==> src/rtl/uart_frame_ctrl.sv <==
// uart_frame_ctrl
// Parses 4-byte register-write frames (A5, ADDR, DATA, CHK) from a UART byte
// stream, issues a one-cycle write strobe on a good checksum, flags checksum
// errors and inter-byte timeouts, and keeps saturating good/error counters.
module uart_frame_ctrl #(
   parameter int CLK           = 100_000_000,
   parameter int BPS           = 9600,
   parameter int TIMEOUT_BYTES = 3
) (
   input  logic       clk,
   input  logic       rst_n,
   input  logic [7:0] rx_data,
   input  logic       rx_flag,
   output logic       wr_en,
   output logic [7:0] wr_addr,
   output logic [7:0] wr_data,
   output logic       busy,
   output logic       err_chk,
   output logic       err_timeout,
   output logic [7:0] ok_cnt,
   output logic [7:0] err_cnt
);

   localparam int TIMEOUT_CYC = TIMEOUT_BYTES * 10 * (CLK / BPS);
   // Guard the degenerate 1-cycle case so the counter is never zero bits wide.
   localparam int TW = (TIMEOUT_CYC > 1) ? $clog2(TIMEOUT_CYC) : 1;
   localparam logic [TW-1:0] TERM = TW'(TIMEOUT_CYC - 1);

   localparam logic [7:0] HDR = 8'hA5;

   typedef enum logic [1:0] {
      S_IDLE = 2'd0,
      S_ADDR = 2'd1,
      S_DATA = 2'd2,
      S_CHK  = 2'd3
   } state_t;

   state_t          r_state;
   logic [TW-1:0]   r_tcnt;
   logic [7:0]      r_addr;
   logic [7:0]      r_data;
   logic [7:0]      w_chk;

   assign w_chk = HDR ^ r_addr ^ r_data;
   assign busy  = (r_state != S_IDLE);

   // Frame FSM, timeout counter, registered strobes and saturating counters.
   always_ff @(posedge clk or negedge rst_n) begin
      if (!rst_n) begin
         r_state     <= S_IDLE;
         r_tcnt      <= '0;
         r_addr      <= 8'h00;
         r_data      <= 8'h00;
         wr_en       <= 1'b0;
         wr_addr     <= 8'h00;
         wr_data     <= 8'h00;
         err_chk     <= 1'b0;
         err_timeout <= 1'b0;
         ok_cnt      <= 8'h00;
         err_cnt     <= 8'h00;
      end else begin
         wr_en       <= 1'b0;
         err_chk     <= 1'b0;
         err_timeout <= 1'b0;
         if (rx_flag) begin
            // A byte always wins over a coincident terminal count.
            r_tcnt <= '0;
            case (r_state)
               S_IDLE: begin
                  if (rx_data == HDR) begin
                     r_state <= S_ADDR;
                  end
               end
               S_ADDR: begin
                  r_addr  <= rx_data;
                  r_state <= S_DATA;
               end
               S_DATA: begin
                  r_data  <= rx_data;
                  r_state <= S_CHK;
               end
               S_CHK: begin
                  r_state <= S_IDLE;
                  if (rx_data == w_chk) begin
                     wr_en   <= 1'b1;
                     wr_addr <= r_addr;
                     wr_data <= r_data;
                     if (ok_cnt != 8'hFF) begin
                        ok_cnt <= ok_cnt + 8'd1;
                     end
                  end else begin
                     err_chk <= 1'b1;
                     if (err_cnt != 8'hFF) begin
                        err_cnt <= err_cnt + 8'd1;
                     end
                  end
               end
               default: r_state <= S_IDLE;
            endcase
         end else if (r_state == S_IDLE) begin
            r_tcnt <= '0;
         end else if (r_tcnt == TERM) begin
            // Gap too long: abandon the partial frame.
            r_state     <= S_IDLE;
            r_tcnt      <= '0;
            err_timeout <= 1'b1;
            if (err_cnt != 8'hFF) begin
               err_cnt <= err_cnt + 8'd1;
            end
         end else begin
            r_tcnt <= r_tcnt + 1'b1;
         end
      end
   end

endmodule
==> config.mk <==
export PLATFORM = sky130hd
export DESIGN_NAME = uart_frame_ctrl
export DESIGN_NICKNAME = d
export VERILOG_FILES = /design/src/rtl/uart_frame_ctrl.sv
export SDC_FILE = /design/constraint.sdc
export NUM_CORES = 1
export LEC_CHECK = 0
export BUFFER_PORTS_ARGS = -buffer_cell sky130_fd_sc_hd__buf_4
export CORE_MARGIN = 5
export CORE_UTILIZATION = 52
export CTS_BUF_LIST = sky130_fd_sc_hd__clkbuf_8 sky130_fd_sc_hd__clkbuf_16
export DETAILED_ROUTE_END_ITERATION = 7
export PLACE_DENSITY = 0.83
export SYNTH_ARGS = -nofsm -noshare
export SYNTH_HDL_FRONTEND = slang
export SYNTH_SLANG_ARGS = --single-unit
==> constraint.sdc <==
create_clock -name clk -period 2.35 [get_ports clk]
set_clock_uncertainty 0.15 [all_clocks]
set_input_delay 0.47 -clock clk [delete_from_list [all_inputs] [get_ports clk]]
set_output_delay 0.47 -clock clk [all_outputs]
set_load 0.02 [all_outputs]
# After elaboration in Yosys (flattened, before gate mapping)
# Index checks and enable logic that the tools add are counted.
# word_totals
output_inout_bits,36
input_bits,11
ff_bits,72
# classes
n_mux,23
n_eq_ne,12
reduce_logical,9
addsub,3
n_bitwise,2
# op_table
cell,n
19-bit 2-to-1 mux,3
8-bit 2-to-1 mux,6
"19-bit by 1-bit adder with 19-bit output, second input constant",1
"19-bit == test, second input constant",1
"8-bit by 1-bit adder with 8-bit output, second input constant",2
"8-bit != test, second input constant",2
1-bit 2-to-1 mux,9
8-bit == test,1
"8-bit == test, second input constant",1
2-bit 2-to-1 mux,4
2-bit one-hot mux with 4 select lines,1
4-bit AND reduction,2
8-bit XOR,1
"2-bit != test, second input constant",3
3-bit AND reduction,2
"2-bit == test, second input constant",2
4-bit inverter,1
2-bit AND reduction,2
2-bit nonzero test,2
"2-bit by 1-bit == test with 1-bit output, second input constant",1
2-bit zero test,1
"2-bit by 1-bit != test with 1-bit output, second input constant",1

# Depth between registers and ports, before layout
# Gate-level depths: netlist (run 1).
# depth
ltp_word,6
ltp_mapped,8
depth_no_buf,6

# Worst setup path after synthesis (run 1)
# OpenSTA, ideal clock, no wires.
# synth_path
kind,register to register
startpoint,register r_data[6]
endpoint,register wr_addr[0]
arrival_time_ns,2.148
n_path_buf,1
required_time_ns,2.075
setup_slack_ns,-0.073
stages_incl_launch_ff,6
cell_sequence,dfrtp_1 -> xor3_1 -> or4_4 -> nor3_4 -> buf_6 -> mux2_2
# synth_via
elab_chain_len,3
# synth_rtl
element,line,source
"start, declared",41,logic [7:0] r_data;
"start signal, assigned",79,r_data <= rx_data;
8-bit XOR,44,assign w_chk = HDR ^ r_addr ^ r_data;
8-bit == test,84,if (rx_data == w_chk) begin
3-bit AND reduction (no source line),--,
"end signal, assigned",86,wr_addr <= r_addr;
"end, declared",15,"output logic [7:0] wr_addr,"
# Every way passes these cells.
# A chain may end at the register's enable or synchronous reset.

# Worst setup path in the final report (run 1)
# layout_path
startpoint,register r_addr[2]
endpoint,register ok_cnt[6]
# layout_via
elab_chain_len,4
# layout_rtl
element,line,source
"start, declared",40,logic [7:0] r_addr;
"start signal, assigned",75,r_addr <= rx_data;
4-bit inverter (no source line),--,
8-bit XOR,44,
8-bit == test,84,
4-bit AND reduction (no source line),--,
"end signal, assigned",89,ok_cnt <= ok_cnt + 8'd1;
"end, declared",20,"output logic [7:0] ok_cnt,"
# Every way passes these cells.

==> results of run 1 <==
cell families (layout without fill, tap and decap cells):
family | count (synthesis) | in the layout | share of synthesized area, %
compound gates | 13 | 13 | 2.62
xor+xnor | 36 | 36 | 12.6
fa+ha+maj | 8 | 8 | 2.91
buf+inv | 14 | 108 | 1.96
flops | 72 | 72 | 52.4
mux | 37 | 37 | 12.1
simple gates | 98 | 98 | 15.4
Yosys cell counts, types with 3 or more instances:
master / count
nand2_1: 16
dfrtp_1: 72
nor4_1: 10
o21ai_0: 5
mux2_2: 36
xnor2_1: 18
nor2_1: 27
inv_1: 9
nand4_1: 7
nor3_1: 6
ha_1: 8
and3_1: 5
xor2_1: 10
xnor3_1: 3
nand3_1: 10
area by class of cell:
type | count | area, um2 | area share, %
inverters | 9 | 33.8 | 0.764
multi-input cells | 192 | 1640 | 37.1
flip-flops and latches | 72 | 1800 | 40.8
clock inverters | 4 | 21.3 | 0.481
repair buffers | 84 | 677 | 15.3
well taps | 77 | 96.3 | 2.18
clock buffers | 11 | 151 | 3.43
state kept, by name, indices dropped and copies added (netlist names), 2 cells and up:
name and flops:
r_addr 8, r_state 2, r_data 8, wr_data 8, err_cnt 8, ok_cnt 8
wr_addr 8, r_tcnt 19
report_power, final:
part	leakage [uW]	switching, uW	internal [uW]
clock network	0.0000924	439	427
logic	0.00108	600	851
registers	0.000962	203	1480
metrics by stage:
step                hold slack (ns)  setup WS, ns  instance area (um2)
floorplan                    0.0244       -0.0541                 3440
finish                        0.277       -0.0911                 4420
global placement              0.312       -0.0959                 4110
detailed placement            0.320        -0.128                 4110
CTS                           0.262       -0.0559                 4420
global route                  0.278        -0.166                 4420
path summary, 6_finish.rpt:
| check | cells past startpoint | endpoint | slack, ns | start |
|---|---|---|---|---|
| worst max-delay path | 6 | ok_cnt[6]$_DFFE_PN0P_ | -0.09 | r_addr[2]$_DFFE_PN0P_ |
| worst min-delay path | 3 | r_state[0]$_DFFE_PN0P_ | 0.28 | rx_flag |
| worst max register to register | 6 | ok_cnt[6]$_DFFE_PN0P_ | -0.09 | r_addr[2]$_DFFE_PN0P_ |
| worst min register to register | 1 | ok_cnt[5]$_DFFE_PN0P_ | 0.34 | ok_cnt[5]$_DFFE_PN0P_ |
| max in group asynchronous | 3 | err_cnt[4]$_DFFE_PN0P_ | 1.00 | rst_n |
| min in group asynchronous | 2 | r_data[5]$_DFFE_PN0P_ | 0.49 | rst_n |
timing repair:
item | CTS | global route
gates cloned | 1 | 0
buffers inserted | 4 | 2
pin swaps | 4 | 3
hold buffers | 1 | 0
resized for setup | 21 | 2
endpoints found under the setup margin | 20 | 29
endpoints found under the hold margin | 37 | 0
tightest hold or removal path, delay by kind of cell:
kind / cells / cell delay, ns
simple gates: 1 / 0.06
buf+inv: 1 / 0.15
compound gates: 1 / 0.05
per-layer routing:
layer / up-vias / GRT usage (%)
li1: 1165 / -
met1: 1206 / 22.6
met2: 52 / 31.3
met3: 14 / 4.21
met4: 0 / 7.70
met5: - / 0
==> key figures, run 1 <==
Routing
  – Drt total wl: 7.28 mm
  – DR vias: 2437
  – WL met3: 290 um
  – Via/cell ratio: 5.43
  – Iter 0 DRT Violations: 110
  – DR top layer: met4
  – Met1 WL: 3.13 mm
  – Avg WL per Cell: 16.2 um
  – Router iterations before antenna repair: 4
  – Met2 WL: 3.72 mm
  – Antenna Nets Post-Route: 0
  – DRC: 0

Timing
  – Setup TNS Final: -1.01 ns
  – Max Slew Vio Count: 0
  – Final WS setup: -0.0911 ns
  – RSZ-0062 raised after global routing: yes
  – Fin crit share: 104%
  – Final setup violating endpoints: 19
  – Post-layout minimum cycle time: 2.44 ns
  – Top achievable clock speed: 410 MHz
  – Max_slew headroom: 67.1%
  – Final Hold Viols: 0
  – Worst-margin pin slew: 0.493 ns

Synthesis
  – Ys flop type: dfrtp_1
  – Area leader, netlist: dfrtp_1
  – Cell Area, Synth: 3440 um2
  – Count of cell types in the netlist: 41
  – Top cells by area, synth: dfrtp_1, mux2_2, xnor2_1
  – Mapped Avg Cell Area: 12.4 um2
  – #FFs+latches synth: 72
  – Sequential share of the synthesized area: 52.4%
  – Post-synth EDFFs: 0
  – Post-Syn Nets: 297
  – Top-area cell type share of the netlist area: 52.4%
  – Ys Warns: 0
  – Post-Synthesis Cells: 278
  – Ys async rst share: 100%

Power and ir drop
  – Total design power: 4000 uW
  – Worst vdd ir: 0.600 mV
  – Lkg Pwr: 0.00213 uW
  – PwrDens: 905 nW/um2

GRT
  – Gr ovfl total: 0
  – Overall Global Routing Usage: 18.4%
  – Number of global-route vias before repair: 2538
  – First-pass GRT wire length: 12.2 mm
  – Initial antenna violation count: 0
  – Largest net degree at the start of global routing: 39

Placed design
  – Placer congestion estimate: 0.897
  – Placed cell count: 427
  – IO buf count: 46
  – Post-DP HPWL: 5.09 mm

Cells and area
  – Non-Filler Instances: 449
  – Commonest non-fill, non-tap cell in the layout: buf_4
  – Util after Layout: 69.2%
  – Fillers: 460
  – Nets@finish: 387
  – Area Growth Syn to Fin: 28.5%
  – N_diodes: 0
  – Layout cell share with drive strength beyond 1: 38.4%
  – Commonest non-fill, non-tap cells in the layout: buf_4, dfrtp_1, nor2_1

Setup path
  – Slowest cell on crit path: or4_4
  – Crit path required time: 2.44 ns
  – CP Class: reg -> reg
  – Worst path max stage delay: 0.56 ns
  – Critical-path maximum fanout: 3
  – Crit. End Element: flop
  – CP arrival: 2.53 ns
  – Critical-path cell list: xnor3_1 -> or4_4 -> nor3_4 -> buf_4 -> nand4_1 -> mux2_4
  – CP Buf/Inv Count: 1
  – Delay-heaviest family, CP: simple AND/OR/NAND/NOR gates
  – Crit start category: flop

Floorplanning
  – DIE WIDTH: 91.3 um
  – Boundary Pins: 47
  – Row count: 29
  – DIE HEIGHT: 91.3 um
  – Core Area: 6390 um2
  – Die area: 8340 um2
  – Initial Util: 53.9%

Status
  – Run status: complete, but fails checks
  – Failing checks: setup timing

Worst hold path
  – Hold Path Class: in -> reg

Job
  – MaxCap Viol Count: 0

Clock tree
  – Clock sink count: 72
  – Clock Path Buffers: 2
  – Clk slew on worst S/H paths: 0.08 ns
  – CTS Buf Count: 9
  – Clk_lat worst skew: 0.34 ns
  – H-Tree Depth: 3
  – CTS root buf: clkbuf_8
  – CTS tree: built
Power figures use the tool's default switching activity.
==> run 2, diff against run 1 <==
CORE_UTILIZATION = 57   (was 52)
PLACE_DENSITY = 0.86   (was 0.83)
clock period = 2.4 ns   (was 2.35 ns; I/O delays follow)
==> run 2 against run 1 <==
  * The run still ends with setup timing left
  * Non-clock buffer count down 18
  * Power up 1.4%
  * Combinational power down 8%
  * Worst setup slack better by 0.071 ns
  * Register-to-register slack better by 0.07 ns
  * Routed wire length down 3.8%
  * Utilization up 3.2 points
==> key figures, run 2 (synthesis results as in run 1) <==
Timing
  – Setup TNS Final: -0.0860 ns (+0.927 ns)
  – Fin crit share: 101% (-3.0 points)
  – Final WS setup: -0.0203 ns (+0.0708 ns)
  – Top achievable clock speed: 413 MHz (+0.86%)
  – Max Slew Vio Count: 0 (unchanged)
  – Post-layout minimum cycle time: 2.42 ns (-0.0208 ns)
  – RSZ-0062 raised after global routing: yes
  – Max_slew headroom: 66.8% (-0.36 points)
  – Worst-margin pin slew: 0.498 ns (+0.00535 ns)
  – Final setup violating endpoints: 11 (-8)
  – Hold_ws: 0.248 ns (-0.0297 ns)
  – Final Hold Viols: 0 (unchanged)

GRT
  – Overall Global Routing Usage: 20.1% (+1.7 points)
  – Gr ovfl total: 0 (unchanged)
  – Initial antenna violation count: 0 (unchanged)
  – Largest net degree at the start of global routing: 40 (+2.6%)
  – Number of global-route vias before repair: 2398 (-5.5%)
  – First-pass GRT wire length: 11.8 mm (-3.3%)

Floorplanning
  – Row count: 28 (-3.4%)
  – Boundary Pins: 47 (unchanged)
  – Die area: 7690 um2 (-7.8%)
  – Core Area: 5890 um2 (-7.8%)
  – DIE HEIGHT: 87.7 um (-4.0%)
  – DIE WIDTH: 87.7 um (-4.0%)
  – Initial Util: 58.4% (+4.6 points)

Routing
  – Avg WL per Cell: 16.3 um (+0.47%)
  – Iter 0 DRT Violations: 103 (-6.4%)
  – DRC: 0 (unchanged)
  – Drt total wl: 7.00 mm (-3.8%)
  – Antenna Nets Post-Route: 0 (unchanged)
  – DR vias: 2360 (-3.2%)
  – Router iterations before antenna repair: 4 (unchanged)
  – Via/cell ratio: 5.49 (+1.1%)

Cells and area
  – N_diodes: 0 (unchanged)
  – Layout cell share with drive strength beyond 1: 36.6% (-1.8 points)
  – Nets@finish: 369 (-4.7%)
  – Non-Filler Instances: 430 (-4.2%)
  – Biggest register: r_tcnt
  – Area Growth Syn to Fin: 23.9%
  – Max reg flops: 19 (unchanged)
  – Commonest non-fill, non-tap cell in the layout: dfrtp_1
  – Fin area: 4260 um2 (-3.5%)
  – Commonest non-fill, non-tap cells in the layout: dfrtp_1, buf_4, mux2_2

Setup path
  – Critical-path maximum fanout: 11 (+8)
  – Crit path required time: 2.49 ns (+0.05 ns)
  – Crit. End Element: flop
  – CP Class: reg -> reg
  – Worst path max stage delay: 0.56 ns (about the same)
  – CP Buf/Inv Count: 1 (unchanged)
  – Critical-path cell list: xnor3_1 -> or4_4 -> nor3_4 -> buf_6 -> mux2_2
  – CP arrival: 2.51 ns (-0.02 ns)
  – Crit start category: flop
  – Delay-heaviest family, CP: simple AND/OR/NAND/NOR gates
  – Slowest cell on crit path: or4_4

Clock tree
  – Clock sink count: 72 (unchanged)
  – CTS tree: built
  – CTS root buf: clkbuf_8
  – Clk slew on worst S/H paths: 0.08 ns (about the same)
  – Clock Path Buffers: 2 (unchanged)
  – H-Tree Depth: 3 (unchanged)
  – CTS Buf Count: 9 (unchanged)
  – Clk_lat worst skew: 0.35 ns (about the same)

Placed design
  – Post-DP HPWL: 4.99 mm (-2.0%)
  – Placer congestion estimate: 0.802 (-11%)
  – IO buf count: 46 (unchanged)
  – Placed cell count: 410 (-4.0%)
  – Placement Cell Area: 3980 um2 (-3.1%)

Status
  – Run status: complete, but fails checks
  – Failing checks: setup timing

Job
  – MaxCap Viol Count: 0 (unchanged)

Power and ir drop
  – PwrDens: 951 nW/um2 (+5.1%)
  – Total design power: 4050 uW (+1.4%)
  – Worst vdd ir: 0.575 mV (-4.1%)
  – Lkg Pwr: 0.00204 uW (-4.3%)

Worst hold path
  – Hold Path Class: in -> reg
[run 2: routing by layer]
layer | GRT usage, % | vias to the layer above | wire [um]
met4 | 8.79 | 0 | 93
met2 | 33.1 | 51 | 3590
met1 | 26.4 | 1166 | 3040
met5 | 0 | - | 0
met3 | 3.48 | 13 | 280
li1 | - | 1130 | -
[run 2: stage by stage]
step           utilization [%]  worst slack [ns]
6_report                  72.4           -0.0203
5_1_grt                   72.4           -0.0912
4_1_cts                   71.9           -0.0312
3_5_place_dp              67.6           -0.0598
3_3_place_gp              67.6           -0.0146
2_1_floorplan                -          -0.00472
[run 2: final timing paths]
kind                                       start                endpoint  slack (ns)  cells past startpoint
setup / recovery           r_data[2]$_DFFE_PN0P_  wr_data[3]$_DFFE_PN0P_       -0.02                      5
hold / removal                        rx_data[7]   r_data[7]$_DFFE_PN0P_        0.25                      2
setup reg to reg           r_data[2]$_DFFE_PN0P_  wr_data[3]$_DFFE_PN0P_       -0.02                      5
hold reg to reg            ok_cnt[5]$_DFFE_PN0P_   ok_cnt[5]$_DFFE_PN0P_        0.34                      1
max in group asynchronous                  rst_n  err_cnt[0]$_DFFE_PN0P_        1.06                      3
min in group asynchronous                  rst_n  wr_addr[6]$_DFFE_PN0P_        0.48                      2
[run 2: power breakdown]
group | total [uW] | internal (uW) | switching [uW] | leakage [uW]
Sequential | 1660 | 1450 | 220 | 0.000962
Combinational | 1340 | 771 | 565 | 0.000973
Clock | 1050 | 586 | 467 | 0.000107
[run 2: timing repair]
action / in CTS / in global routing
endpoints found under the hold margin: 38 / 0
setup endpoints to repair: 18 / 22
gates resized for setup: 3 / 4
pin swaps: 1 / 0
hold buffers: 1 / 0
buffers inserted: 1 / 2
[run 2: layout make-up]
cell class | count | area [um2]
inverters | 9 | 33.8
flip-flops and latches | 72 | 1800
repair buffers | 66 | 514
clock buffers | 9 | 124
fillers | 404 | 1620
multi-input cells | 192 | 1600
clock inverters | 7 | 96.3
well taps | 75 | 93.8
[run 2: worst register-to-register path, delay by kind of cell, from the launching register on]
kind          cells  cell delay [ns]
buf+inv           1             0.20
mux               1             0.35
xor+xnor          1             0.38
simple gates      2             0.80
flops             1             0.43
==> run 3, diff against run 2 <==
PLACE_DENSITY = default   (was 0.86)
PLACE_DENSITY_LB_ADDON = 0.05   (was default)
==> run 3 against run 2 <==
  * The run still ends with setup timing left
  * Via count increased by 0.25%
  * Highest routed layer unchanged
  * Design area about the same
  * Final cell count unchanged
  * Global-route usage fell by 0.64 points
  * Power decreased by 4.8%
  * Worst hold slack lost 0.00067 ns
  * Sequential cell count is the same
  * Maximum frequency shrank 1.3%
  * Utilization fell by 0.064 points
  * Combinational power down 3%
  * Critical endpoint is now wr_data[0]$_DFFE_PN0P_
==> key figures, run 3 (synthesis results as in run 1) <==
Clock tree
  – CTS tree: built
  – CTS Buf Count: 9 (unchanged)
  – Clock Path Buffers: 2 (unchanged)
  – Clk_lat worst skew: 0.35 ns (about the same)
  – CTS root buf: clkbuf_8
  – Clk slew on worst S/H paths: 0.08 ns (about the same)
  – H-Tree Depth: 3 (unchanged)
  – Clock sink count: 72 (unchanged)

Floorplanning
  – Core Area: 5890 um2 (unchanged)
  – Initial Util: 58.4% (unchanged)
  – DIE WIDTH: 87.7 um (unchanged)
  – DIE HEIGHT: 87.7 um (unchanged)
  – Boundary Pins: 47 (unchanged)
  – Row count: 28 (unchanged)
  – Die area: 7690 um2 (unchanged)

Timing
  – Max Slew Vio Count: 0 (unchanged)
  – Final setup violating endpoints: 17 (+6)
  – Final WS setup: -0.0514 ns (-0.0312 ns)
  – Worst-margin pin slew: 0.447 ns (-0.0513 ns)
  – RSZ-0062 raised after global routing: yes
  – Max_slew headroom: 70.1% (+3.3 points)
  – Fin crit share: 102% (+1.3 points)
  – Top achievable clock speed: 408 MHz (-1.3%)
  – Post-layout minimum cycle time: 2.45 ns (+0.0312 ns)
  – Final Hold Viols: 0 (unchanged)

Setup path
  – Critical-path maximum fanout: 12 (+1)
  – Crit start category: flop
  – Crit. End Element: flop
  – Worst setup path startpoint: r_data[7]$_DFFE_PN0P_
  – CP Class: reg -> reg
  – Slowest cell on crit path: or4_4
  – CP arrival: 2.53 ns (+0.02 ns)
  – Worst path max stage delay: 0.52 ns (-0.04 ns)
  – Crit path required time: 2.48 ns (about the same)
  – Reg2Reg Launch Point: r_data[7]$_DFFE_PN0P_
  – Critical-path cell list: xnor3_1 -> or4_4 -> nor3_4 -> buf_12 -> mux2_2

Routing
  – Iter 0 DRT Violations: 106 (+2.9%)
  – Router iterations before antenna repair: 4 (unchanged)
  – DRC: 0 (unchanged)
  – Drt total wl: 6.89 mm (-1.6%)
  – Antenna Nets Post-Route: 0 (unchanged)
  – Avg WL per Cell: 16.0 um (-1.6%)
  – DR vias: 2366 (+0.25%)
  – Via/cell ratio: 5.50 (+0.25%)

Cells and area
  – N_diodes: 0 (unchanged)
  – Area Growth Syn to Fin: 23.8% (about the same)
  – Non-Filler Instances: 430 (unchanged)
  – Commonest non-fill, non-tap cell in the layout: dfrtp_1
  – Commonest non-fill, non-tap cells in the layout: dfrtp_1, buf_4, mux2_2
  – Layout cell share with drive strength beyond 1: 36.1% (-0.56 points)
  – Biggest register: r_tcnt
  – Util after Layout: 72.4% (about the same)
  – Nets@finish: 369 (unchanged)
  – Max reg flops: 19 (unchanged)

Worst hold path
  – Hold Path Class: in -> reg
  – Min-delay src: rx_data[4]

Placed design
  – IO buf count: 46 (unchanged)
  – Post-DP HPWL: 4.80 mm (-3.7%)
  – Placed cell count: 411 (+0.24%)
  – Placer congestion estimate: 0.817 (+1.9%)

GRT
  – Gr ovfl total: 0 (unchanged)
  – First-pass GRT wire length: 11.5 mm (-2.5%)
  – Largest net degree at the start of global routing: 42 (+5.0%)
  – Overall Global Routing Usage: 19.5% (-0.64 points)
  – Number of global-route vias before repair: 2363 (-1.5%)
  – Initial antenna violation count: 0 (unchanged)

Power and ir drop
  – Total design power: 3860 uW (-4.8%)
  – PwrDens: 906 nW/um2 (-4.7%)
  – Lkg Pwr: 0.00205 uW (+0.36%)
  – Worst vdd ir: 0.541 mV (-6.0%)

Status
  – Failing checks: setup timing
  – Run status: complete, but fails checks

Job
  – MaxCap Viol Count: 0 (unchanged)
==> run 3: worst paths after layout <==
kind,end,slack [ns],cells after the start
max,wr_data[0]$_DFFE_PN0P_,-0.05,5
min,r_addr[4]$_DFFE_PN0P_,0.25,2
max reg2reg,wr_data[0]$_DFFE_PN0P_,-0.05,5
min reg2reg,ok_cnt[5]$_DFFE_PN0P_,0.35,1
max in group asynchronous,r_tcnt[17]$_DFF_PN0_,1.09,3
min in group asynchronous,wr_addr[6]$_DFFE_PN0P_,0.46,2
==> run 3: where the power goes <==
group,internal [uW],switching [uW]
logic,734,562
registers,1450,217
clock network,451,449
==> run 3: cell type report <==
| class | instances | area (um2) |
|---|---|---|
| flip-flops and latches | 72 | 1800 |
| clock buffers | 12 | 165 |
| clock inverters | 4 | 20.0 |
| multi-input cells | 192 | 1620 |
| inverters | 9 | 33.8 |
| fillers | 440 | 1630 |
| repair buffers | 66 | 527 |
| well taps | 75 | 93.8 |
==> run 3: metrics by stage <==
stage	hold WS (ns)	setup slack (ns)	TNS (ns)	instance area [um2]
floorplan	0.0344	-0.00472	-0.0425	3440
global placement	0.290	-0.0156	-0.0747	4000
detailed placement	0.299	-0.0390	-0.335	4000
CTS	0.237	-0.00661	-0.0162	4200
global route	0.247	-0.128	-2.30	4260
finish	0.247	-0.0514	-0.553	4260
==> run 3: layer usage <==
layer	up-vias	track usage, %	wire (um)
met1	1186	25.5	3110
li1	1131	-	-
met3	11	3.86	254
met5	-	0	0
met4	0	8.65	134
met2	38	31.6	3390
==> run 3: worst max-delay path, delay by kind of cell (launching register included) <==
kind	cells	cell delay [ns]
AND/OR/NAND/NOR	2	0.80
XOR/XNOR	1	0.47
flip-flops	1	0.38
multiplexers	1	0.34
buffers and inverters	1	0.18
==> run 3: what timing repair did <==
action,4_1_cts,5_1_grt
pin swaps,1,1
hold buffers,1,0
resized for setup,0,10
endpoints found under the hold margin,31,0
setup buffers,1,1
setup endpoints to repair,7,30
